[config.mk]
export PLATFORM = sky130hd
export DESIGN_NAME = ps2_keyboard_tx
export DESIGN_NICKNAME = d
export VERILOG_FILES = /design/src/rtl/ps2_keyboard_tx.sv
export SDC_FILE = /design/constraint.sdc
export NUM_CORES = 1
export LEC_CHECK = 0
export CAP_MARGIN = 20
export CORE_ASPECT_RATIO = 1.2
export CORE_UTILIZATION = 40
export CTS_CLUSTER_SIZE = 12
export DETAILED_ROUTE_END_ITERATION = 16
export GPL_TIMING_DRIVEN = 1
export HOLD_SLACK_MARGIN = 0.05
export MAX_ROUTING_LAYER = met4
export PLACE_DENSITY = 0.6
export SYNTH_ARGS = -nofsm -noshare
export SYNTH_HDL_FRONTEND = slang
export SYNTH_SLANG_ARGS = --single-unit
[constraint.sdc]
create_clock -name clk -period 2.3 [get_ports clk]
set_clock_uncertainty 0.05 [all_clocks]
set_input_delay 0.46 -clock clk [delete_from_list [all_inputs] [get_ports clk]]
set_output_delay 0.46 -clock clk [all_outputs]
set_load 0.01 [all_outputs]
[src/rtl/ps2_keyboard_tx.sv]
// PS/2 device-side transmitter: start, 8 data bits LSB first, odd parity, stop on ps2_clk/ps2_data.
// Latency: frame starts the cycle after acceptance (one cycle later with `define PS2_TX_FIFO_EN); 22*HALF_PERIOD cycles + GAP_CYCLES gap.
// Backpressure: tx_ready low while a frame is in flight, or while the input FIFO is full when PS2_TX_FIFO_EN is defined.

`ifdef PS2_TX_FIFO_EN
// Generic single-clock FIFO: registered occupancy, head visible on rd_dat.
// Latency: a pushed entry is visible on rd_dat the following cycle.
// Backpressure: wr_rdy low when full; simultaneous push and pop are both honoured.
module ps2_tx_fifo #(
    parameter int W     = 8,
    parameter int DEPTH = 4
) (
    input  logic         clk,
    input  logic         rst,
    input  logic         wr_vld,
    input  logic [W-1:0] wr_dat,
    output logic         wr_rdy,
    output logic         rd_vld,
    output logic [W-1:0] rd_dat,
    input  logic         rd_rdy
);
    localparam int AW = $clog2(DEPTH);
    localparam int CW = $clog2(DEPTH + 1);

    logic [W-1:0]  mem [DEPTH];
    logic [AW-1:0] wr_ptr, rd_ptr;
    logic [CW-1:0] count;
    logic          push, pop;

    assign wr_rdy = (count != CW'(DEPTH));
    assign rd_vld = (count != '0);
    assign rd_dat = mem[rd_ptr];
    assign push   = wr_vld && wr_rdy;
    assign pop    = rd_vld && rd_rdy;

    always_ff @(posedge clk) begin
        if (push) begin
            mem[wr_ptr] <= wr_dat;
        end
    end

    always_ff @(posedge clk or posedge rst) begin
        if (rst) begin
            wr_ptr <= '0;
            rd_ptr <= '0;
            count  <= '0;
        end else begin
            if (push) wr_ptr <= wr_ptr + 1'b1;
            if (pop)  rd_ptr <= rd_ptr + 1'b1;
            if (push && !pop)      count <= count + 1'b1;
            else if (pop && !push) count <= count - 1'b1;
        end
    end
endmodule
`endif

module ps2_keyboard_tx #(
    parameter int HALF_PERIOD = 8,
    parameter int GAP_CYCLES  = 32,
    parameter int FIFO_DEPTH  = 4
) (
    input  logic       clk,
    input  logic       rst,
    input  logic [7:0] tx_data,
    input  logic       tx_valid,
    output logic       tx_ready,
    output logic       ps2_clk,
    output logic       ps2_data,
    output logic       busy,
    output logic       frame_done
);
    localparam int PW = $clog2(HALF_PERIOD + 1);
    localparam int GW = $clog2(GAP_CYCLES + 1);
    localparam logic [PW-1:0] PH_LOAD  = PW'(HALF_PERIOD - 1);
    localparam logic [GW-1:0] GAP_LOAD = GW'(GAP_CYCLES - 1);

    typedef enum logic [1:0] {IDLE, HIGH, LOW, GAP} state_t;

    state_t        state, state_nxt;
    logic [PW-1:0] phase, phase_nxt;
    logic [GW-1:0] gap_cnt, gap_nxt;
    logic [3:0]    bit_cnt, bit_nxt;
    logic [10:0]   sh, sh_nxt;
    logic          src_vld;
    logic [7:0]    src_dat;
    logic          clk_nxt, data_nxt, done_nxt;

`ifdef PS2_TX_FIFO_EN
    logic fifo_vld;

    ps2_tx_fifo #(.W(8), .DEPTH(FIFO_DEPTH)) u_fifo (
        .clk    (clk),
        .rst    (rst),
        .wr_vld (tx_valid),
        .wr_dat (tx_data),
        .wr_rdy (tx_ready),
        .rd_vld (fifo_vld),
        .rd_dat (src_dat),
        .rd_rdy (state == IDLE)
    );
    assign src_vld = fifo_vld;
    assign busy    = (state != IDLE) || fifo_vld;
`else
    // FIFO_DEPTH only sizes the optional input queue
    logic [$clog2(FIFO_DEPTH + 1)-1:0] unused_depth;
    assign unused_depth = '0;
    assign src_vld  = tx_valid;
    assign src_dat  = tx_data;
    assign tx_ready = (state == IDLE);
    assign busy     = (state != IDLE);
`endif

    always_ff @(posedge clk or posedge rst) begin
        if (rst) begin
            state      <= IDLE;
            phase      <= '0;
            gap_cnt    <= '0;
            bit_cnt    <= '0;
            sh         <= '1;
            ps2_clk    <= 1'b1;
            ps2_data   <= 1'b1;
            frame_done <= 1'b0;
        end else begin
            state      <= state_nxt;
            phase      <= phase_nxt;
            gap_cnt    <= gap_nxt;
            bit_cnt    <= bit_nxt;
            sh         <= sh_nxt;
            ps2_clk    <= clk_nxt;
            ps2_data   <= data_nxt;
            frame_done <= done_nxt;
        end
    end

    always_comb begin
        state_nxt = state;
        phase_nxt = phase;
        gap_nxt   = gap_cnt;
        bit_nxt   = bit_cnt;
        sh_nxt    = sh;
        unique case (state)
            IDLE: begin
                if (src_vld) begin
                    sh_nxt    = {1'b1, ~^src_dat, src_dat, 1'b0};
                    bit_nxt   = '0;
                    phase_nxt = PH_LOAD;
                    state_nxt = HIGH;
                end
            end
            HIGH: begin
                if (phase == '0) begin
                    phase_nxt = PH_LOAD;
                    state_nxt = LOW;
                end else begin
                    phase_nxt = phase - 1'b1;
                end
            end
            LOW: begin
                if (phase != '0) begin
                    phase_nxt = phase - 1'b1;
                end else if (bit_cnt == 4'd10) begin
                    gap_nxt   = GAP_LOAD;
                    state_nxt = GAP;
                end else begin
                    bit_nxt   = bit_cnt + 4'd1;
                    phase_nxt = PH_LOAD;
                    state_nxt = HIGH;
                end
            end
            GAP: begin
                if (gap_cnt == '0) state_nxt = IDLE;
                else               gap_nxt   = gap_cnt - 1'b1;
            end
        endcase
    end

    // Line values are derived from the next state so both pins come straight off flops.
    always_comb begin
        clk_nxt  = (state_nxt != LOW);
        data_nxt = 1'b1;
        if (state_nxt == HIGH || state_nxt == LOW) begin
            data_nxt = sh_nxt[bit_nxt];
        end
        done_nxt = (state == LOW) && (state_nxt == GAP);
    end
endmodule

# After elaboration in Yosys (flattened, before gate mapping)
# Index checks and enable logic that the tools add are counted.
[classes] n_reduce_logical=12 n_lt_le_gt_ge=1 n_addsub=3 mux=24 n_eq_ne=13
[op_table] operator="$mux 4" n=7
[op_table] operator="$mux 11" n=2
[op_table] operator="$mux 6" n=3
[op_table] operator="$pmux 4 s3" n=1
[op_table] operator="$pmux 6 s2" n=1
[op_table] operator="$mux 2" n=5
[op_table] operator="$ne 2x2->1 const B" n=5
[op_table] operator="$eq 2x2->1 const B" n=4
[op_table] operator="$pmux 2 s4" n=1
[op_table] operator="$pmux 4 s2" n=1
[op_table] operator="$reduce_xnor 8->1" n=1
[op_table] operator="$logic_not 6->1" n=1
[op_table] operator="$sub 6x1->6 const B" n=1
[op_table] operator="$lt 4x5->1 const B" n=1
[op_table] operator="$add 4x1->4 const B" n=1
[op_table] operator="$bmux 1 s4" n=1
[op_table] operator="$eq 2x1->1 const B" n=2
[op_table] operator="$eq 4x4->1 const B" n=1
[op_table] operator="$logic_not 4->1" n=1
[op_table] operator="$reduce_and 4->1" n=1
[op_table] operator="$reduce_bool 2->1" n=2
[op_table] operator="$reduce_bool 4->1" n=1
[op_table] operator="$sub 4x1->4 const B" n=1
[op_table] operator="$ne 3x3->1 const B" n=1
[op_table] operator="6 further kinds" n=7
[word_totals] inputBits=11 regBits=30 output_inout_bits=5

# Logic depth before layout (Yosys ltp)
[depth] depth_word=7 ltp_mapped=12 ltp_nobuf=11

# Least setup slack after synthesis
# Ideal clock, no wire load.
[synth_timing] kind="register -> register" start="register phase[0]" end="register ps2_data" slack_ns=-0.186 path_stages_with_launch=10 t_arrival_ns=2.371 required_ns=2.184 cell_sequence="dfrtp_1 -> inv_1 -> ha_1 -> or3b_1 -> buf_6 -> o211a_1 -> a211o_1 -> nand2b_4 -> or4_1 -> nand4_1"
[synth_between] elab_chain_cells=6
[synth_rtl] element="from (decl)" line_no="80" text="logic [PW-1:0] phase, phase_nxt;"
[synth_rtl] element="from (signal assigned)" line_no="125" text="phase <= phase_nxt;"
[synth_rtl] element="$reduce_bool 4->1" line_no="159" text="if (phase != '0) begin"
[synth_rtl] element="$mux 4" line_no="159"
[synth_rtl] element="$pmux 4 s2" line_no="141" text="unique case (state)"
[synth_rtl] element="net bit_nxt[3]" line_no="82" text="logic [3:0] bit_cnt, bit_nxt;"
[synth_rtl] element="$bmux 1 s4" line_no="182" text="data_nxt = sh_nxt[bit_nxt];"
[synth_rtl] element="$mux 1 (implied by the code)" line_no="182"
[synth_rtl] element="$mux 1" line_no="181" text="if (state_nxt == HIGH || state_nxt == LOW) begin"
[synth_rtl] element="net data_nxt" line_no="86" text="logic clk_nxt, data_nxt, done_nxt;"
[synth_rtl] element="to (signal assigned)" line_no="130" text="ps2_data <= data_nxt;"
[synth_rtl] element="to (decl)" line_no="68" text="output logic ps2_data,"
# The timed path passes the listed nets, and every way through them passes these cells. The select of a mux whose other input is x is not followed.
# A chain may end at the register's enable or synchronous reset.

# Final worst setup path
# Ends and elaborated chain as after synthesis.

==> metrics.txt <==
met1 Usage GRT 22.2%; post-synth net total 216; largest cells by area after synthesis dfrtp_1, dfstp_2, ha_1; Syn. warnings 0; Final setup viols 1; Post-Route WL roughly 4800 um; largest area contributor in the netlist dfrtp_1; Worst Setup Start Kind register; synth-to-layout area growth 36.8%; Worst EP required around 2500 ps; Most Crowded Layer GR met2; slowest stage delay, CP 470 ps; Initial Util 43.0%; port bufs 15; Final Critical Period approximately 2300 ps; #FFs+latches synth 30; largest net degree at the start of global routing 31; CTS root buf clkbuf_8; Die H approximately 77 um; FP Rows 26; final net count between 200 and 300; CP Data Arrival Time roughly 2500 ps; Crit Path Class reg2reg; Post-Syn Instances about 190; failing checks setup timing; Worst-Skew Late Latency between 200 and 300 ps; IO Count 16; Synth Cell Area around 0.0019 mm^2; Sink Count 30; post-DR vias/cell between 5 and 6; post-synth top area share 22.7%; RD Place Congestion about 0.87; fin area between 0.002 and 0.003 mm^2; routed wire length per instance ~16 um; Die ar. 0.00496 mm^2; Distinct cells, synth between 40 and 50; critical path peak fanout 7; GRT overflow 0; Final Hold Fails 0; CP max-delay cell o311ai_4; Slew headroom a little over two thirds; initial detailed-routing violation count between 100 and 150; Detailed Place HPWL 3520 um; DIE WIDTH 64.5 um; initial antenna violation count 0; CTS tree yes; most instantiated cells after synthesis inv_1, dfrtp_1, nand2_1, nor2_1; mean area per synthesized cell around 9.7 um^2; final worst-path cycle share 101%; Reg clk slew, reported paths 70 ps; pwr/cell area 816 mW/mm^2; drt pass-1 iters 5; htree depth 2; first-pass GRT wire length between 7000 and 8000 um; critical-path cell list inv_2 > ha_4 > buf_4 > nor3b_4 > buf_6 > nand3_4 > o311ai_4 > nand2b_4 > or4_1 > nand4_1; vias in the first global route 1708; DR vias about 1700; fin. max-slew vios 0; Hold Path Class reg2reg; GRT met2 Usage 37.6%; RSZ-0062 raised after global routing true; MaxCap Viol Count 0; sequential-to-total area share from yosys stat 40.9%; status finished, violations left; Max Root-Sink Buffers 2; Residual DRC 0; Worst setup EP type register; CTS Buf Count 5; most frequent cell after synthesis inv_1; setup_tns -28.8 ps; Post-CTS Hold Fix Bufs 0; ys async rst share 100%; Lkg Pwr approximately 1.2 nW; met3 usage 4.61%; CORE AREA ~0.0044 mm^2; placed inst area between 0.002 and 0.0025 mm^2; Worst Setup Slack, final -28.8 ps; GRT Total Usage about a fifth; post-route ant nets 0; Synth Flop Type dfrtp_1; number of flops mapped to enable cells by yosys 0; Least-Margin Pin Slew approximately 440 ps; antenna cells 0; FMAX roughly 430 MHz; layout cells sized above 1 34.1%; peak supply drop between 0.0005 and 0.0006 V
==> layout make-up <==
cell class | count | area, um^2
clock buffers | 5 | 68.8
well taps | 56 | 70.1
clock inverters | 3 | 40.0
flip-flops and latches | 30 | 767
inverters | 21 | 78.8
repair buffers | 55 | 457
fillers | 382 | 1800
multi-input cells | 138 | 1080
==> repair_timing <==
item | in CTS | in global routing
endpoints found under the hold margin | 0 | 0
buffers inserted | 1 | 4
resized for setup | 2 | 18
endpoints found under the setup margin | 4 | 6
pin swaps | 0 | 2
==> worst max-delay path, delay by kind of cell, from the launching register on <==
kind | cells | cell delay, ps
buf+inv | 3 | 370
compound gates | 1 | 470
fa+ha+maj | 1 | 130
flops | 1 | 390
simple gates | 5 | 840
==> path summary, 6_finish.rpt <==
| kind | cells after the start | startpoint | slack [ps] | endpoint |
|---|---|---|---|---|
| worst min register to register | 2 | sh[4] | 450 | sh[4] |
| worst min-delay path | 2 | sh[4] | 450 | sh[4] |
| worst max register to register | 10 | phase[0] | -30 | ps2_data |
| worst max-delay path | 10 | phase[0] | -30 | ps2_data |
| min in group asynchronous | 3 | rst | 500 | frame_done |
| max in group asynchronous | 3 | rst | 1370 | sh[3] |
==> where the power goes <==
part	internal (mW)	switching, mW
clock	0.318	0.204
combinational	0.423	0.415
sequential	0.681	0.0494
==> through the flow <==
step | power (mW) | hold slack, ps | utilization [%] | setup slack (ps) | instances
floorplan | 1.16 | 418 | - | -7.34 | 194
global placement | 1.45 | 433 | 53.6 | -4.70 | 295
detailed placement | 1.48 | 442 | 53.6 | -94.8 | 295
CTS | 2.02 | 452 | 56.5 | -22.5 | 304
global route | 2.21 | 461 | 58.8 | -143 | 308
finish | 2.09 | 454 | 58.8 | -28.8 | 308
==> routing by layer <==
layer  share of wire [%]  wire length (um)  vias up
li1                    -                 -      803
met1                  40              1960      850
met2                  54              2600       56
met3                 4.2               203       12
met4                 1.7                80        0
met5                   0                 0        -
==> registers in the layout (all words and copies together), names as in the netlist <==
name	count
bit_cnt	4
frame_done	1
gap_cnt	6
phase	4
ps2_clk	1
ps2_data	1
sh	11
state	2
==> kinds of logic after synthesis <==
kind of cell               share of synthesized area [%]
buffers and inverters                               5.61
AOI/OAI and AO/OA                                   19.7
DFF                                                 40.9
adders and majority gates                           7.35
muxes                                               5.74
and+or+nand+nor                                     16.0
xor gates and xnor gates                            4.68
==> placed cells by master (no fill, tap or decap), types with 3 or more instances in the layout <==
cell and count:
nand3_1 3, mux2i_1 3, o211ai_1 5, xnor2_1 7, a211oi_1 4, nand2b_1 5, ha_1 8, clkdlybuf4s50_1 14
dfrtp_1 17, xor2_1 3, clkbuf_8 5, o21ai_1 3, and2_1 3, inv_1 19, mux2_2 6, nor2_1 13
o21ai_0 10, buf_4 39, nor4_1 3, nand2_1 14, dfstp_2 13, a21oi_1 7
Power figures use the tool's default switching activity.
